[src/rtl/tt_um_hoene_manchester_encoder.sv]
// Manchester line encoder: valid/ready word input, framed as preamble + MSB-first data + idle-low gap.
// A 1 is sent high->low, a 0 low->high; every bit lasts exactly BIT_LENGTH clocks.
module tt_um_hoene_manchester_encoder #(
    parameter int BIT_LENGTH = 24,
    parameter int DATA_WIDTH = 8,
    parameter int SYNC_BITS  = 2,
    parameter int GAP_BITS   = 2
) (
    input  logic                  clk,
    input  logic                  rst_n,
    input  logic [DATA_WIDTH-1:0] in_data,
    input  logic                  in_valid,
    output logic                  in_ready,
    output logic                  out,
    output logic                  out_active,
    output logic                  out_error
);

    localparam int HALF     = BIT_LENGTH / 2;
    localparam int MAX_SD   = (SYNC_BITS > DATA_WIDTH) ? SYNC_BITS : DATA_WIDTH;
    localparam int MAX_BITS = (MAX_SD > GAP_BITS) ? MAX_SD : GAP_BITS;
    localparam int CNT_W    = (MAX_BITS > 1) ? $clog2(MAX_BITS) : 1;

    localparam logic [4:0]       HALF_LAST = 5'(HALF - 1);
    localparam logic [CNT_W-1:0] SYNC_LAST = CNT_W'(SYNC_BITS - 1);
    localparam logic [CNT_W-1:0] DATA_LAST = CNT_W'(DATA_WIDTH - 1);
    localparam logic [CNT_W-1:0] GAP_LAST  = CNT_W'(GAP_BITS - 1);

    // state | meaning
    localparam logic [1:0] ST_IDLE = 2'd0;  // line low, waiting for a word
    localparam logic [1:0] ST_SYNC = 2'd1;  // alternating 1,0,... preamble
    localparam logic [1:0] ST_DATA = 2'd2;  // payload, MSB first
    localparam logic [1:0] ST_GAP  = 2'd3;  // idle-low bit periods

    if ((BIT_LENGTH % 2) != 0 || BIT_LENGTH < 4 || BIT_LENGTH > 62) begin : g_bad_bit_length
        $fatal(1, "BIT_LENGTH must be even and within 4..62");
    end
    if (SYNC_BITS < 2) begin : g_bad_sync_bits
        $fatal(1, "SYNC_BITS must be at least 2");
    end
    if (DATA_WIDTH < 1 || DATA_WIDTH > 32) begin : g_bad_data_width
        $fatal(1, "DATA_WIDTH must be within 1..32");
    end
    if (GAP_BITS < 1) begin : g_bad_gap_bits
        $fatal(1, "GAP_BITS must be at least 1");
    end

    logic [1:0]            state;
    logic [4:0]            half_cnt;
    logic                  phase;
    logic [CNT_W-1:0]      bit_cnt;
    logic [DATA_WIDTH-1:0] shreg;
    logic [DATA_WIDTH-1:0] next_shreg;
    logic                  prev_valid;
    logic                  prev_accept;
    logic [DATA_WIDTH-1:0] prev_data;

    logic accept;
    logic half_end;
    logic cur_bit;
    logic waiting;
    logic err_now;

    assign in_ready   = (state == ST_IDLE) && rst_n;
    assign accept     = in_valid && in_ready;
    assign half_end   = (half_cnt == HALF_LAST);
    assign next_shreg = shreg << 1;

    always_comb begin
        cur_bit = 1'b0;
        if (state == ST_SYNC) begin
            cur_bit = ~bit_cnt[0];
        end else if (state == ST_DATA) begin
            cur_bit = shreg[DATA_WIDTH-1];
        end
    end

    // A producer stalled by in_ready must hold valid and data; the cycle after an accept may present a new word.
    assign waiting = prev_valid && !prev_accept;
    assign err_now = !in_ready &&
                     ((in_valid && !prev_valid) ||
                      (waiting && !in_valid) ||
                      (waiting && in_valid && (in_data != prev_data)));

    always_ff @(posedge clk) begin
        if (!rst_n) begin
            state       <= ST_IDLE;
            half_cnt    <= '0;
            phase       <= 1'b0;
            bit_cnt     <= '0;
            shreg       <= '0;
            out         <= 1'b0;
            out_active  <= 1'b0;
            out_error   <= 1'b0;
            prev_valid  <= 1'b0;
            prev_accept <= 1'b0;
            prev_data   <= '0;
        end else begin
            prev_valid  <= in_valid;
            prev_accept <= accept;
            prev_data   <= in_data;
            if (err_now) begin
                out_error <= 1'b1;
            end

            case (state)
                ST_IDLE: begin
                    out        <= 1'b0;
                    out_active <= 1'b0;
                    half_cnt   <= '0;
                    phase      <= 1'b0;
                    bit_cnt    <= '0;
                    if (accept) begin
                        state      <= ST_SYNC;
                        shreg      <= in_data;
                        out        <= 1'b1;
                        out_active <= 1'b1;
                    end
                end

                ST_SYNC, ST_DATA: begin
                    if (!half_end) begin
                        half_cnt <= half_cnt + 5'd1;
                    end else begin
                        half_cnt <= '0;
                        phase    <= ~phase;
                        if (!phase) begin
                            out <= ~cur_bit;
                        end else if (state == ST_SYNC) begin
                            if (bit_cnt == SYNC_LAST) begin
                                state   <= ST_DATA;
                                bit_cnt <= '0;
                                out     <= shreg[DATA_WIDTH-1];
                            end else begin
                                // Next preamble bit k+1 has value ~(k+1)[0], i.e. k[0].
                                bit_cnt <= bit_cnt + 1'b1;
                                out     <= bit_cnt[0];
                            end
                        end else begin
                            shreg <= next_shreg;
                            if (bit_cnt == DATA_LAST) begin
                                state      <= ST_GAP;
                                bit_cnt    <= '0;
                                out        <= 1'b0;
                                out_active <= 1'b0;
                            end else begin
                                bit_cnt <= bit_cnt + 1'b1;
                                out     <= next_shreg[DATA_WIDTH-1];
                            end
                        end
                    end
                end

                ST_GAP: begin
                    out        <= 1'b0;
                    out_active <= 1'b0;
                    if (!half_end) begin
                        half_cnt <= half_cnt + 5'd1;
                    end else begin
                        half_cnt <= '0;
                        phase    <= ~phase;
                        if (phase) begin
                            if (bit_cnt == GAP_LAST) begin
                                state   <= ST_IDLE;
                                bit_cnt <= '0;
                            end else begin
                                bit_cnt <= bit_cnt + 1'b1;
                            end
                        end
                    end
                end

                default: begin
                    state <= ST_IDLE;
                end
            endcase
        end
    end

endmodule
[config.mk]
export PLATFORM = sky130hd
export DESIGN_NAME = tt_um_hoene_manchester_encoder
export DESIGN_NICKNAME = d
export VERILOG_FILES = /design/src/rtl/tt_um_hoene_manchester_encoder.sv
export SDC_FILE = /design/constraint.sdc
export NUM_CORES = 1
export LEC_CHECK = 0
export ABC_AREA = 1
export CORE_AREA = 5 5 65 67
export DETAILED_ROUTE_END_ITERATION = 6
export DIE_AREA = 0 0 70 72
export PLACE_DENSITY = 0.84
export SLEW_MARGIN = 0
export SYNTH_ARGS = -nofsm -noshare
export SYNTH_HDL_FRONTEND = slang
export SYNTH_SLANG_ARGS = --single-unit
[constraint.sdc]
create_clock -name clk -period 1.63 [get_ports clk]
set_input_delay 0.489 -clock clk [delete_from_list [all_inputs] [get_ports clk]]
set_output_delay 0.489 -clock clk [all_outputs]
set_load 0.02 [all_outputs]
Word level (Yosys, flattened, before mapping)
Index checks and enable logic that the tools add are counted.

Bits in registers: 32. Latch bits: 0. RAM bits: 0. Bits in read-only memories: 0. Input bits: 11. Logic and storage cells: 97. Memories kept: 0.

$add $sub $neg: 2. $mul: 0. Divide/modulo/power cells: 0. $lt $le $gt $ge: 0. Equality and inequality tests: 18. Shifts and indexed selects: 0. Multiplexer cells: 41. Bitwise operators: 3. Reductions and logical operators: 22.

Operators with widths (count): 8-bit 2-to-1 mux (4); 3-bit 2-to-1 mux (7); 2-bit 2-to-1 mux (9); 2-bit inequality test (second input constant) (8); 8-bit case mux with 2 select lines (1); 1-bit 2-to-1 mux (13); 5-bit case mux with 2 select lines (1); 3-bit case mux with 3 select lines (1); 1-bit logical AND (8); 8-bit inequality test (1); 4-bit AND reduction (2); 8-bit AND reduction (1); 3-bit inequality test (second input constant) (2); 1-bit case mux with 3 select lines (2); 2-bit case mux with 3 select lines (1); 5-bit by 1-bit adder with 5-bit output (second input constant) (1); 5-bit by 4-bit equality test with 1-bit output (second input constant) (1); 5-bit 2-to-1 mux (1); 5-bit AND reduction (1); 2-bit equality test (second input constant) (2); 1-bit zero test (4); 3-bit by 1-bit adder with 3-bit output (second input constant) (1); 3-bit by 1-bit equality test with 1-bit output (second input constant) (1); 3-bit equality test (second input constant) (1); 9 further kinds (12).

Depth between registers and ports, before layout
Depth after elaboration: 7. Depth in mapped cells: 11. Gate-level depth less buffers: 11.

Worst setup path after synthesis
Ideal clock, no wire load.

Kind: flip-flop to flip-flop. Start: register state[0]. End: register state[0]. Arrival time: 1.460 ns. Slack: 0.057 ns. Cell stages (with the launch flop): 10. Buffers on the path: 1. Cell sequence: dfxtp_1 > inv_1 > ha_1 > buf_6 > nand2_1 > inv_1 > o21ai_0 > nand4_2 > nor2_1 > nor2_1.

Longest elaborated chain between the ends: 5. Elaborated cells on any way between the ends: 20. Those cells by class: eq/ne (11); mux (4); reduce/logical (5).

Ends and longest elaborated chain: from (decl) (line 48) `logic [1:0] state;`; from (signal assigned) (line 87) `state <= ST_IDLE;`; from (signal assigned) (line 114) `state <= ST_SYNC;`; from (signal assigned) (line 131) `state <= ST_DATA;`; 2-bit by 1-bit equality test with 1-bit output / 2-bit zero test (equally long branches) (line 106, 129, 64); 2-bit 2-to-1 mux / 1-bit logical AND (equally long branches) (line 129, 64); 2-bit 2-to-1 mux / 1-bit logical AND (equally long branches) (line 127, 65); 2-bit 2-to-1 mux / 2-bit inequality test (equally long branches); 2-bit case mux with 3 select lines / 8-bit AND reduction (equally long branches).

Several ways; a longest one is shown, not always the timed one. The select of a mux whose other input is x is not followed. A chain may end at the register's enable or synchronous reset.

Worst setup path in the final report
Start: register state[0]. End: output in_ready.

Longest elaborated chain between the ends: 2.

Ends and longest elaborated chain: 2-bit zero test (line 64) `assign in_ready = (state == ST_IDLE) && rst_n;`; 1-bit logical AND (line 64); to (decl) (line 13) `output logic in_ready,`.

No other way between the ends.

==> impl_metrics.json <==
{
  "status": "finished, final reports clean",
  "final_cell_area_mm2": 0.00225,
  "grt_first_pass_wirelength_um": 6150,
  "worstSkewPairLatency_ns": 0.34,
  "peakVddDrop_v": 0.000848,
  "min_path_type": "flop to flop",
  "nNetsFinal": 312,
  "critPathCaptureType": "primary output",
  "register_area_um2": 646,
  "hold_viol_final": 0,
  "cp.arrival_ns": 1.14,
  "diodes": 0,
  "drt-total-wl_um": 3830,
  "die_area_mm2": 0.00504,
  "path_class": "flop to primary output",
  "syn_area_mm2": 0.00173,
  "ys_types": 28,
  "seq_area_frac_synth": 0.371,
  "first_iter_violations": 58,
  "synth.mux.area_fraction": 0,
  "cts_buffer_depth": 2,
  "slowest_delay_ns": 0.36,
  "fmax_ghz": 0.614,
  "slowest_stage": "dfxtp_2",
  "yosys_warnings": 0,
  "fin_skew_ns": 0.0146,
  "grt_start_max_net_pins": 20,
  "cp.required_ns": 1.14,
  "ant_nets": 0,
  "area_delta_synth_final_pct": 30.2,
  "dp_hpwl_um": 2740,
  "period_share": 0.999,
  "rsz0062_at_grt": "true",
  "avgRoutedWirePerCell_um": 11.3,
  "p_leak_nw": 1.10,
  "numCtsBuffers": 5,
  "via_per_inst": 4.86,
  "yosys.area_share.adder": 0.0798,
  "worstSetupStartpointType": "flop",
  "clk_pin_slew_ns": 0.11,
  "final_core_util": 0.628,
  "powerDensity_mw_per_mm2": 1740,
  "numClockSinks": 32,
  "setup_tns_ns": 0,
  "start_util": 0.482,
  "tritoncts": "done",
  "multi_input_area_um2": 945,
  "switching_share": 0.415,
  "io_buffers": 14,
  "drive_above_1_share": 0.206,
  "std_cell_rows": 22,
  "drv_cap": 0,
  "synth.avg_cell_area_um2": 6.96,
  "switching_power_mw": 1.62,
  "synth_cells": 248,
  "yosys.area_share.xor_xnor": 0.0254,
  "drc": 0,
  "slew_headroom": 0.837,
  "synth_compound_area_frac": 0.121,
  "die_y_um": 72,
  "fill_cells": 303,
  "path_cells": "inv_2 -> ha_4 -> nand2_4 -> inv_2 -> buf_6",
  "crit_path_frequent_cell": "inv_2",
  "yosys.area_share.simple": 0.282,
  "clockPowerShare": 0.154,
  "setup_ws_ns": 0.00159,
  "async_reset_ff_frac": 0,
  "setup_viol": 0,
  "fin_crit_ns": 1.63,
  "synth_top_family_by_area": "simple AND/OR/NAND/NOR gates",
  "htree_levels": 2,
  "pin_count": 15,
  "critPathMaxFanout": 3,
  "post-place-ws_ns": -0.578,
  "synth_edf_count": 0,
  "cts_hold_buffers": 0,
  "ys.flop_type": "dfxtp_1",
  "root_buffer": "clkbuf_4",
  "place_congestion": 0.875,
  "gr-total-overflow": 0,
  "drtPass1Iterations": 4,
  "slew_viol_final": 0,
  "ys_ff_latch": 32,
  "tightest_slew_ns": 0.243,
  "grt_use_total": 0.150,
  "power_frac_seq": 0.268,
  "vias": 1646,
  "antenna_found_initial": 0,
  "core_mm2": 0.00358,
  "comb_power_share": 0.578,
  "path_buf_inv": 3,
  "grt_pass1_vias": 1537,
  "place_area_mm2": 0.00207,
  "p_int_mw": 2.29,
  "cp_top_family": "flip-flops",
  "fp.dieW_um": 70,
  "syn_nets": 270
}
-- kinds of logic (layout without fill, tap and decap cells) --
family / Yosys count / count (layout)
AO/OA/AOI/OAI: 38 / 38
XOR/XNOR: 5 / 5
adder cells (fa/ha/maj): 11 / 11
buffers and inverters: 48 / 90
flip-flops: 32 / 32
AND/OR/NAND/NOR: 114 / 115
-- layout by cell type (no fill, tap or decap), types with 2 or more instances in the layout --
| master | netlist | routed |
|---|---|---|
| nand2_1 | 75 | 74 |
| inv_1 | 40 | 37 |
| dfxtp_1 | 32 | 28 |
| nor2_1 | 23 | 22 |
| buf_4 | 0 | 21 |
| a21oi_1 | 17 | 15 |
| o21ai_0 | 15 | 13 |
| clkdlybuf4s50_1 | 0 | 9 |
| ha_1 | 11 | 8 |
| nand3_1 | 6 | 6 |
| clkbuf_4 | 0 | 5 |
| inv_2 | 1 | 4 |
| xnor2_1 | 4 | 4 |
| dfxtp_2 | 0 | 4 |
| nor2_2 | 2 | 3 |
| dlygate4sd2_1 | 0 | 3 |
| nand2_4 | 0 | 2 |
| o21ai_1 | 0 | 2 |
| clkinv_2 | 0 | 2 |
| a21oi_2 | 0 | 2 |
| or2_2 | 2 | 2 |
| o2111ai_1 | 2 | 2 |
| ha_2 | 0 | 2 |
| buf_8 | 0 | 2 |
-- layer usage --
metal  part of all wire  global-route usage  vias up
li1                   -                   -      854
met1               0.44               0.169      753
met2               0.50               0.273       29
met3              0.039              0.0457       10
met4              0.019              0.0447        0
met5                  0                   0        -
-- through the flow --
stage / hold WS (ns) / instances / total power [mW]
2_1_floorplan: 0.418 / 248 / 2.28
3_3_place_gp: 0.434 / 329 / 2.92
3_5_place_dp: 0.438 / 329 / 2.97
4_1_cts: 0.456 / 337 / 3.57
5_1_grt: 0.440 / 339 / 4.19
6_report: 0.421 / 339 / 3.90
-- synth_stat cells, types with 2 or more instances --
| cell type | instances | area [um^2] |
|---|---|---|
| xnor2_1 | 4 | 35.0 |
| nand3_1 | 6 | 30.0 |
| nand2_2 | 2 | 12.5 |
| or2_2 | 2 | 12.5 |
| a21oi_1 | 17 | 85.1 |
| o2111ai_1 | 2 | 17.5 |
| clkinv_1 | 2 | 7.51 |
| inv_1 | 40 | 150 |
| ha_1 | 11 | 138 |
| nor2_2 | 2 | 12.5 |
| dfxtp_1 | 32 | 641 |
| nor2_1 | 23 | 86.3 |
| buf_6 | 2 | 22.5 |
| o21ai_0 | 15 | 75.1 |
| nand2_1 | 75 | 282 |
-- worst paths after layout --
| kind | depth (start not counted) | slack (ns) | to | start |
|---|---|---|---|---|
| setup reg to reg | 8 | 0.07 | state[0] | state[0] |
| setup / recovery | 5 | 0.002 | in_ready | state[0] |
| hold / removal | 1 | 0.42 | half_cnt[0] | half_cnt[0] |
| hold reg to reg | 1 | 0.42 | half_cnt[0] | half_cnt[0] |
-- power groups by stage --
stage / Sequential [mW] / Combinational, mW / Clock (mW)
floorplan: 1.07 / 1.21 / 0
global placement: 1.04 / 1.88 / 0
detailed placement: 1.05 / 1.92 / 0
CTS: 1.04 / 1.92 / 0.607
global route: 1.06 / 2.48 / 0.654
finish: 1.05 / 2.26 / 0.600
-- repair_timing --
action	in CTS	in global routing
pin swaps	0	1
gates cloned	0	1
setup buffers	0	1
endpoints found under the setup margin	17	16
gates resized for setup	11	26
-- layout make-up --
cell class / count / share of cell area
Clock buffer: 6 / 0.0184
Inverter: 44 / 0.0763
Multi-Input combinational cell: 169 / 0.421
Sequential cell: 32 / 0.287
Clock inverter: 2 / 0.0156
Tap cell: 48 / 0.0267
Timing Repair Buffer: 38 / 0.155
-- worst reg2reg max path, delay by kind of cell (launching register included) --
family / cells / cell delay [ns]
adders and majority gates: 1 / 0.22
DFF: 1 / 0.35
AOI/OAI and AO/OA: 1 / 0.23
buffers and inverters: 2 / 0.30
and+or+nand+nor: 4 / 0.40
-- flip-flops by register name (all words and copies together), names as in the netlist --
| signal | flops |
|---|---|
| phase | 1 |
| half_cnt | 5 |
| prev_valid | 1 |
| prev_accept | 1 |
| out | 1 |
| prev_data | 8 |
| out_active | 1 |
| state | 2 |
| shreg | 8 |
| out_error | 1 |
| bit_cnt | 3 |
Power figures use the tool's default switching activity.
